<file path="src/rtl/peripheral_ahb3_pkg.sv">
// Shared AHB3-Lite encodings, the slave response state type and the
// byte-enable helper used by the MPRAM AHB front-end.
package peripheral_ahb3_pkg;

   // HTRANS encodings
   localparam logic [1:0] HTRANS_IDLE   = 2'b00;
   localparam logic [1:0] HTRANS_BUSY   = 2'b01;
   localparam logic [1:0] HTRANS_NONSEQ = 2'b10;
   localparam logic [1:0] HTRANS_SEQ    = 2'b11;

   // HSIZE encodings (only the ones a <=64-bit bus can legally carry)
   localparam logic [2:0] HSIZE_BYTE  = 3'b000;
   localparam logic [2:0] HSIZE_HWORD = 3'b001;
   localparam logic [2:0] HSIZE_WORD  = 3'b010;
   localparam logic [2:0] HSIZE_DWORD = 3'b011;

   // HRESP encodings
   localparam logic HRESP_OKAY  = 1'b0;
   localparam logic HRESP_ERROR = 1'b1;

   // Response state: OK, first ERROR cycle (wait), second ERROR cycle (ready)
   typedef enum logic [1:0] {
      ST_OK   = 2'b00,
      ST_ERR1 = 2'b01,
      ST_ERR2 = 2'b10
   } ahb_state_e;

   // Byte enables for a transfer of 2**hsize bytes starting at byte lane
   // addr_lsb, on a bus of up to 8 byte lanes. Narrower buses take the low bits.
   function automatic logic [7:0] gen_be(input logic [2:0] hsize,
                                         input logic [2:0] addr_lsb);
      logic [7:0] mask;
      case (hsize)
         HSIZE_BYTE:  mask = 8'h01;
         HSIZE_HWORD: mask = 8'h03;
         HSIZE_WORD:  mask = 8'h0F;
         default:     mask = 8'hFF;
      endcase
      return mask << addr_lsb;
   endfunction

endpackage

</file>
<file path="src/rtl/peripheral_mpram_ahb3_slave.sv">
// AHB3-Lite slave front-end for the 1R1W inferred RAM. Zero wait states on
// OKAY transfers; writes are issued in their data phase; a read that hits
// the word being written in the same cycle is served from a bypass register;
// illegal transfers get the two-cycle ERROR response.
module peripheral_mpram_ahb3_slave
   import peripheral_ahb3_pkg::*;
#(
   parameter int HADDR_SIZE = 32,
   parameter int HDATA_SIZE = 32,
   parameter int MEM_ABITS  = 10
) (
   input  logic                    clk_i,
   input  logic                    rst_ni,
   // AHB side
   input  logic                    ahb3_hsel_i,
   input  logic [HADDR_SIZE-1:0]   ahb3_haddr_i,
   input  logic [HDATA_SIZE-1:0]   ahb3_hwdata_i,
   output logic [HDATA_SIZE-1:0]   ahb3_hrdata_o,
   input  logic                    ahb3_hwrite_i,
   input  logic [2:0]              ahb3_hsize_i,
   input  logic [2:0]              ahb3_hburst_i,
   input  logic [3:0]              ahb3_hprot_i,
   input  logic [1:0]              ahb3_htrans_i,
   input  logic                    ahb3_hmastlock_i,
   output logic                    ahb3_hreadyout_o,
   input  logic                    ahb3_hready_i,
   output logic                    ahb3_hresp_o,
   // RAM side
   output logic [MEM_ABITS-1:0]    waddr_o,
   output logic [HDATA_SIZE-1:0]   din_o,
   output logic                    we_o,
   output logic [HDATA_SIZE/8-1:0] be_o,
   output logic [MEM_ABITS-1:0]    raddr_o,
   input  logic [HDATA_SIZE-1:0]   dout_i
);

   localparam int BE_W = HDATA_SIZE / 8;
   localparam int LB   = $clog2(BE_W);

   // Handshake: an address phase is taken only when hsel, the global HREADY
   // and an active HTRANS (NONSEQ/SEQ) coincide; the data phase that follows
   // always completes with zero wait states unless the transfer was illegal,
   // in which case hreadyout is held low for exactly one ERROR cycle.

   ahb_state_e state_q, state_d;

   logic                 wr_pend_q, wr_pend_d;
   logic [MEM_ABITS-1:0] waddr_q, waddr_d;
   logic [BE_W-1:0]      be_q, be_d;
   logic                 byp_hit_q, byp_hit_d;
   logic [HDATA_SIZE-1:0] byp_data_q, byp_data_d;
   logic [BE_W-1:0]      byp_be_q, byp_be_d;

   logic                 acc;
   logic                 illegal;
   logic                 too_big;
   logic                 misaligned;
   logic [2:0]           addr_lsb;
   logic [7:0]           size_mask;
   logic [7:0]           be_full;
   logic [BE_W-1:0]      be_new;
   logic [MEM_ABITS-1:0] word_addr;
   logic                 unused_sig;

   // Byte-lane offset inside a bus word; an 8-bit bus has none.
   if (LB == 0) begin : g_lsb_none
      assign addr_lsb = 3'd0;
   end else begin : g_lsb
      assign addr_lsb = 3'(ahb3_haddr_i[LB-1:0]);
   end

   // Upper HADDR bits fall off here, so the address space wraps on the RAM.
   assign word_addr  = ahb3_haddr_i[MEM_ABITS+LB-1:LB];
   assign acc        = ahb3_hsel_i & ahb3_hready_i &
                       ((ahb3_htrans_i == HTRANS_NONSEQ) | (ahb3_htrans_i == HTRANS_SEQ));
   assign size_mask  = (8'd1 << ahb3_hsize_i) - 8'd1;
   assign misaligned = |({5'd0, addr_lsb} & size_mask);
   assign too_big    = ahb3_hsize_i > 3'(LB);
   assign illegal    = too_big | misaligned;
   assign be_full    = gen_be(ahb3_hsize_i, addr_lsb);
   assign be_new     = be_full[BE_W-1:0];

   // Reads have no side effects, so the RAM read address simply follows HADDR.
   assign raddr_o = word_addr;
   assign waddr_o = waddr_q;
   assign be_o    = be_q;
   assign we_o    = wr_pend_q;
   assign din_o   = ahb3_hwdata_i;

   assign unused_sig = ^{ahb3_hburst_i, ahb3_hprot_i, ahb3_hmastlock_i,
                         ahb3_haddr_i, be_full};

   // Response state register
   always_ff @(posedge clk_i or negedge rst_ni) begin
      if (!rst_ni) state_q <= ST_OK;
      else         state_q <= state_d;
   end

   // Response next-state and HREADYOUT/HRESP decode
   always_comb begin
      state_d          = state_q;
      ahb3_hreadyout_o = 1'b1;
      ahb3_hresp_o     = HRESP_OKAY;
      case (state_q)
         ST_OK: begin
            if (acc && illegal) state_d = ST_ERR1;
         end
         ST_ERR1: begin
            ahb3_hreadyout_o = 1'b0;
            ahb3_hresp_o     = HRESP_ERROR;
            state_d          = ST_ERR2;
         end
         ST_ERR2: begin
            ahb3_hresp_o = HRESP_ERROR;
            state_d      = (acc && illegal) ? ST_ERR1 : ST_OK;
         end
         default: state_d = ST_OK;
      endcase
   end

   // Address-phase decode: latch legal writes, arm the bypass on a
   // read that targets the word whose write is committing this cycle.
   always_comb begin
      wr_pend_d  = 1'b0;
      waddr_d    = waddr_q;
      be_d       = be_q;
      byp_hit_d  = 1'b0;
      byp_data_d = byp_data_q;
      byp_be_d   = byp_be_q;
      if (acc && !illegal) begin
         if (ahb3_hwrite_i) begin
            wr_pend_d = 1'b1;
            waddr_d   = word_addr;
            be_d      = be_new;
         end else if (wr_pend_q && (word_addr == waddr_q)) begin
            byp_hit_d  = 1'b1;
            byp_data_d = ahb3_hwdata_i;
            byp_be_d   = be_q;
         end
      end
   end

   // Write latches and bypass registers
   always_ff @(posedge clk_i or negedge rst_ni) begin
      if (!rst_ni) begin
         wr_pend_q  <= 1'b0;
         waddr_q    <= '0;
         be_q       <= '0;
         byp_hit_q  <= 1'b0;
         byp_data_q <= '0;
         byp_be_q   <= '0;
      end else begin
         wr_pend_q  <= wr_pend_d;
         waddr_q    <= waddr_d;
         be_q       <= be_d;
         byp_hit_q  <= byp_hit_d;
         byp_data_q <= byp_data_d;
         byp_be_q   <= byp_be_d;
      end
   end

   // Read data: per-lane merge of bypassed write bytes over the RAM output
   always_comb begin
      ahb3_hrdata_o = dout_i;
      for (int k = 0; k < BE_W; k++) begin
         if (byp_hit_q && byp_be_q[k]) ahb3_hrdata_o[k*8 +: 8] = byp_data_q[k*8 +: 8];
      end
   end

endmodule
</file>
<file path="config.mk">
export PLATFORM = sky130hd
export DESIGN_NAME = peripheral_mpram_ahb3_slave
export DESIGN_NICKNAME = d
export VERILOG_FILES = /design/src/rtl/peripheral_ahb3_pkg.sv /design/src/rtl/peripheral_mpram_ahb3_slave.sv
export SDC_FILE = /design/constraint.sdc
export NUM_CORES = 1
export LEC_CHECK = 0
export CAP_MARGIN = 10
export CORE_MARGIN = 3
export CORE_UTILIZATION = 39
export DETAILED_ROUTE_END_ITERATION = 16
export PLACE_DENSITY = 0.87
export SETUP_SLACK_MARGIN = 0.5
export SLEW_MARGIN = 40
export SYNTH_ARGS = -nofsm -noshare
export SYNTH_HDL_FRONTEND = slang
export SYNTH_SLANG_ARGS = --single-unit
</file>
<file path="constraint.sdc">
create_clock -name clk_i -period 3 [get_ports clk_i]
set_input_delay 0.6 -clock clk_i [delete_from_list [all_inputs] [get_ports clk_i]]
set_output_delay 0.6 -clock clk_i [all_outputs]
set_load 0.02 [all_outputs]
</file>
After elaboration in Yosys (flattened, before gate mapping)
Cells that the tools add are included.
{ "word_totals": {"ff_bits": 54, "out_inout_bits": 91, "inputBits": 114, "wordCells": 54} }
{ "classes": {"bitwise_logic": 6, "n_reduce_logical": 14, "n_lt_le_gt_ge": 1, "shifts": 2, "eq_ne": 8, "add_sub_neg": 1, "muxes": 15} }
{ "op_table": {"columns": ["operator", "count"], "rows": [
  ["2-to-1 mux 8 bit", 4],
  ["case mux 8 bit (3 select lines)", 1],
  ["equality test 10 bit", 1],
  ["bitwise AND 2 x 8 -> 8 bit", 1],
  ["2-to-1 mux 1 bit", 8],
  ["OR reduction 8 bit", 1],
  ["<< shifter 1 x 3 -> 8 bit (first input constant)", 1],
  ["<< shifter 8 x 2 -> 4 bit", 1],
  ["subtractor 8 x 1 -> 8 bit (second input constant)", 1],
  ["logical AND 1 bit", 7],
  ["equality test 2 bit (second input constant)", 3],
  ["case mux 2 bit (3 select lines)", 1],
  ["equality test 3 x 1 -> 1 bit (second input constant)", 1],
  ["equality test 3 x 2 -> 1 bit (second input constant)", 1],
  ["> comparator 3 x 2 -> 1 bit (second input constant)", 1],
  ["logical NOT 3 bit", 1],
  ["AND reduction 3 bit", 1],
  ["bitwise AND 1 bit", 2],
  ["equality test 2 x 1 -> 1 bit (second input constant)", 1],
  ["logical NOT 2 bit", 1],
  ["2-to-1 mux 2 bit", 1],
  ["!= test 2 bit (second input constant)", 1],
  ["bitwise OR 1 bit", 2],
  ["AND reduction 2 bit", 1],
  ["3 further kinds", 3]
]} }

Depth between registers and ports, before layout
{ "logic_depth": {"word_depth": 8, "mapped_depth": 5, "mapped_depth_nobuf": 5} }

Worst setup path after synthesis
OpenSTA, ideal clock, no wires.
{ "synth_timing": {"path_kind": "input -> register", "start": "in ahb3_hsize_i[2]", "end": "reg byp_data_q[1]", "path_buffers": 1, "path_slack_ns": 0.740, "arrival_ns": 2.135, "required_ns": 2.875, "setup_time_ns": 0.125, "path_stages": 5, "path_cell_list": "nor4_4 o21ai_2 nor4b_4 buf_6 mux2_2"} }
{ "synth_between": {"elab_chain_len": 8, "elab_cells_between_ends": 9, "classes_between": "add/sub: 1; order compare: 1; shift: 1; bitwise: 2; reduce/logical: 4"} }
{ "synth_rtl": {"columns": ["element", "line_no", "source"], "rows": [
  ["from (decl)", "peripheral_mpram_ahb3_slave.sv:20", "input logic [2:0] ahb3_hsize_i,"],
  ["<< shifter 1 x 3 -> 8 bit", "peripheral_mpram_ahb3_slave.sv:76", "assign size_mask = (8'd1 << ahb3_hsize_i) - 8'd1;"],
  ["subtractor 8 x 1 -> 8 bit", "peripheral_mpram_ahb3_slave.sv:76", null],
  ["bitwise AND 2 x 8 -> 8 bit", "peripheral_mpram_ahb3_slave.sv:77", "assign misaligned = |({5'd0, addr_lsb} & size_mask);"],
  ["OR reduction 8 bit", "peripheral_mpram_ahb3_slave.sv:77", null],
  ["bitwise OR 1 bit *", "peripheral_mpram_ahb3_slave.sv:79", "assign illegal = too_big | misaligned;"],
  ["logical NOT 1 bit *", "peripheral_mpram_ahb3_slave.sv:130", "if (acc && !illegal) begin"],
  ["logical AND 1 bit *", "peripheral_mpram_ahb3_slave.sv:130", null],
  ["AND reduction 3 bit (no line) *", null, null],
  ["to (signal assigned)", "peripheral_mpram_ahb3_slave.sv:157", "byp_data_q <= byp_data_d;"],
  ["to (decl)", "peripheral_mpram_ahb3_slave.sv:51", "logic [HDATA_SIZE-1:0] byp_data_q, byp_data_d;"]
]} }
Mark *: on every way between the ends. The rest lies on a longest branch, timed or not.
A chain may end at the register's enable or synchronous reset.

Final worst setup path
{ "layout_timing": {"start": "reg byp_hit_q", "end": "out ahb3_hrdata_o[4]"} }
{ "layout_between": {"elab_chain_len": 2} }
{ "layout_rtl": {"columns": ["element", "line_no", "source"], "rows": [
  ["from (decl)", "peripheral_mpram_ahb3_slave.sv:50", "logic byp_hit_q, byp_hit_d;"],
  ["from (signal assigned)", "peripheral_mpram_ahb3_slave.sv:156", "byp_hit_q <= byp_hit_d;"],
  ["logical AND 1 bit", "peripheral_mpram_ahb3_slave.sv:166", "if (byp_hit_q && byp_be_q[k]) ahb3_hrdata_o[k*8 +: 8] = byp_data_q[k*8 +: 8];"],
  ["2-to-1 mux 8 bit", "peripheral_mpram_ahb3_slave.sv:166", null],
  ["to (decl)", "peripheral_mpram_ahb3_slave.sv:18", "output logic [HDATA_SIZE-1:0] ahb3_hrdata_o,"]
]} }
No other way between the ends.

==> results.py <==
metrics = {
    "final_layout": {
        "antennaDiodeCount": 0,
        "layout-drive-gt1-share_pct": 24.40,
        "postLayoutCellArea_sq_um": 4792,
        "final_common_cell": "clkdlybuf4s50_1",
        "final_core_util_pct": 65.37,
        "areaGrowthSynthToFinish_pct": 60.12,
        "finalNonFillerCells": 472,
        "final_nets": 491,
        "final_cell_mix": "148 x clkdlybuf4s50_1, 66 x mux2_2, 53 x dfrtp_1, 26 x dlymetal6s2s_1, 13 x mux2_1",
    },
    "placed_design": {
        "dpl-instance-area_sq_um": 4538,
        "gp_congestion": 0.6709,
        "io_buffer_count": 175,
        "dp_hpwl_mm": 5.771,
        "place_inst": 461,
        "dp_slack_ps": 164.2,
    },
    "grt": {
        "grt_pass1_vias": 2433,
        "use_met2_pct": 29.66,
        "grt_pass1_wl_mm": 11.55,
        "globalRoute.totalOverflow": 0,
        "busiest_layer": "met2",
        "grt_start_max_net_pins": 37,
        "grt_usage_pct": 16.49,
        "use_met1_pct": 19.57,
        "grt_antenna_before_repair": 0,
        "grtUsageMet3_pct": 4.586,
    },
    "synthesis": {
        "async_flop_share_pct": 100.0,
        "synth_seq_area_share_pct": 45.15,
        "syn_avg_cell_area_sq_um": 12.96,
        "netlist_area_sq_um": 2993,
        "synth_cell_types": 29,
        "synth_edf_count": 0,
        "synth_fp_nets": 350,
        "synth-main-ff-cell": "dfrtp_1",
        "synth-seq-cells": 54,
        "synth_warnings": 0,
        "synth_cells": 231,
    },
    "pwr": {
        "sw_frac_of_total_pct": 29.40,
        "p_int_mw": 1.363,
        "pwr-share-clk_pct": 23.8,
        "p_per_area_nw_per_um2": 402.8,
        "vdd_drop_max_mv": 0.3623,
        "p_comb_share_pct": 33.6,
        "seq_power_share_pct": 42.6,
        "p_leak_nw": 2.373,
        "power_mw": 1.930,
        "switching_power_uw": 567.4,
    },
    "timing": {
        "hold_viol_final": 0,
        "rsz0062_at_grt": "false",
        "setup_violations": 0,
        "post-route-min-period_ps": 2437,
        "fin_skew_ps": 5.699,
        "holdWs_ps": 234.1,
        "fin_tns_setup_ps": 0,
        "worst_pin_slew_ps": 578.2,
        "max_slew_margin_pct": 61.27,
        "layout_setup_ws_ps": 563.4,
        "drv_slew": 0,
        "fmax_mhz": 410.4,
        "finalCritPeriodShare_pct": 81.22,
    },
    "die": {
        "core-area_sq_um": 7331,
        "die_w_microns": 93.60,
        "start_util_pct": 40.83,
        "die_h_microns": 93.60,
        "dieArea_sq_um": 8761,
        "row_count": 31,
        "ios": 205,
    },
    "setup_path": {
        "ff2ff_path_depth": 5,
        "path_class": "register to output pin",
        "r2r_slack_ps": 1040,
        "cp_max_fo": 8,
        "crit_required_ps": 2400,
        "critical-path-max-stage-delay_ps": 550,
        "end_kind": "output pin",
        "crit_slowest_cell": "clkdlybuf4s50_1",
        "critPathCapture": "ahb3_hrdata_o[4]",
        "rr_startpoint": "waddr_o[7]$_DFFE_PN0P_",
        "crit_chain": "nand2_4 -> mux2_2 -> clkdlybuf4s50_1",
        "cp-startpoint": "byp_hit_q$_DFF_PN0_",
        "worstPathArrival_ps": 1840,
        "r2r-end": "byp_data_q[2]$_DFFE_PN0P_",
        "startpoint_type": "register",
    },
    "cts": {
        "clkTransAtPathRegs_ps": 90,
        "h-tree-depth": 2,
        "cts_root_buffer": "clkbuf_8",
        "clock_latency_ps": 300,
        "cts_buffers": 5,
        "tritoncts": "yes",
        "cts_sinks": 54,
        "cts_buffer_depth": 2,
    },
    "routing": {
        "drtAntennaViolNets": 0,
        "first_pass_iters": 5,
        "viasPerCell": 4.729,
        "wl_per_cell_microns": 15.58,
        "totalWireLength_mm": 7.353,
        "drc": 0,
        "vias": 2232,
        "drt_iter0_drc": 34,
    },
    "hold_path": {
        "hold_class": "input port to asynchronous set/reset pin",
    },
    "run": {
        "drv_cap": 0,
    },
    "outcome": {
        "status": "finished clean",
    },
}
worst min-delay path by stage:
stage / depth (start not counted) / slack, ps / endpoint / startpoint
floorplan: 0 / 300 / be_o[0]$_DFFE_PN0P_ / rst_ni
global placement: 1 / 470 / byp_data_q[17]$_DFFE_PN0P_ / byp_data_q[17]$_DFFE_PN0P_
detailed placement: 1 / 470 / byp_data_q[0]$_DFFE_PN0P_ / byp_data_q[0]$_DFFE_PN0P_
CTS: 1 / 390 / waddr_o[8]$_DFFE_PN0P_ / rst_ni
global route: 1 / 260 / we_o$_DFF_PN0_ / rst_ni
finish: 1 / 230 / waddr_o[8]$_DFFE_PN0P_ / rst_ni
kinds of logic (layout without fill, tap and decap cells):
family | Yosys count | in the layout | share of synthesized area (%)
and+or+nand+nor | 18 | 18 | 4.264
buffers and inverters | 52 | 194 | 12.54
AOI/OAI and AO/OA | 13 | 13 | 3.303
DFF | 54 | 54 | 45.15
muxes | 79 | 79 | 29.72
adders and majority gates | 5 | 5 | 2.090
xor gates and xnor gates | 10 | 10 | 2.926
power groups by stage:
stage / registers, mW / logic, mW / clock network, mW
final: 0.822 / 0.648 / 0.460
after global routing: 0.831 / 0.694 / 0.505
after floorplan: 0.878 / 0.268 / 0
after CTS: 0.822 / 0.653 / 0.475
after detailed placement: 0.837 / 0.649 / 0
after global placement: 0.833 / 0.637 / 0
registers in the layout, indices dropped and copies added (netlist names):
register and count:
we_o 1, byp_hit_q 1, byp_be_q 4, waddr_o 10, state_q 2, byp_data_q 32
be_o 4
routing by layer:
metal  share of wire, %  up-vias  wire [microns]
li1                   -     1048               -
met1                 38     1084            2795
met2                 53       95            3931
met3                7.9        5             582
met4               0.58        0              43
met5                  0        -               0
synth_stat cells, types with 2 or more instances:
master / n / area [sq um]
ha_1: 5 / 62.56
o31ai_1: 4 / 30.03
dfrtp_1: 54 / 1351
buf_6: 3 / 33.78
o21ai_0: 3 / 15.01
inv_1: 6 / 22.52
nor4_1: 2 / 12.51
mux2_2: 66 / 743.2
xnor2_1: 6 / 52.55
xor2_1: 4 / 35.03
mux2_1: 13 / 146.4
buf_4: 42 / 315.3
nand2_1: 7 / 26.28
final cells by class:
cell class | count | area (sq um)
multi-input combinational | 125 | 1319
fill | 553 | 2539
sequential | 54 | 1353
inverter | 6 | 22.52
clock buffer | 8 | 110.1
tap | 99 | 123.9
timing repair buffer | 180 | 1864
timing repair:
item,CTS,global route
pin swaps,0,2
resized for setup,4,33
buffers inserted,0,3
hold buffers,0,0
setup endpoints to repair,32,68
worst max-delay path, delay by kind of cell, from the launching register on:
| family | cells | cell delay, ps |
|---|---|---|
| buf+inv | 1 | 550 |
| flops | 1 | 490 |
| mux | 1 | 340 |
| simple gates | 1 | 150 |
No activity file was read; power rests on OpenSTA's default activity.
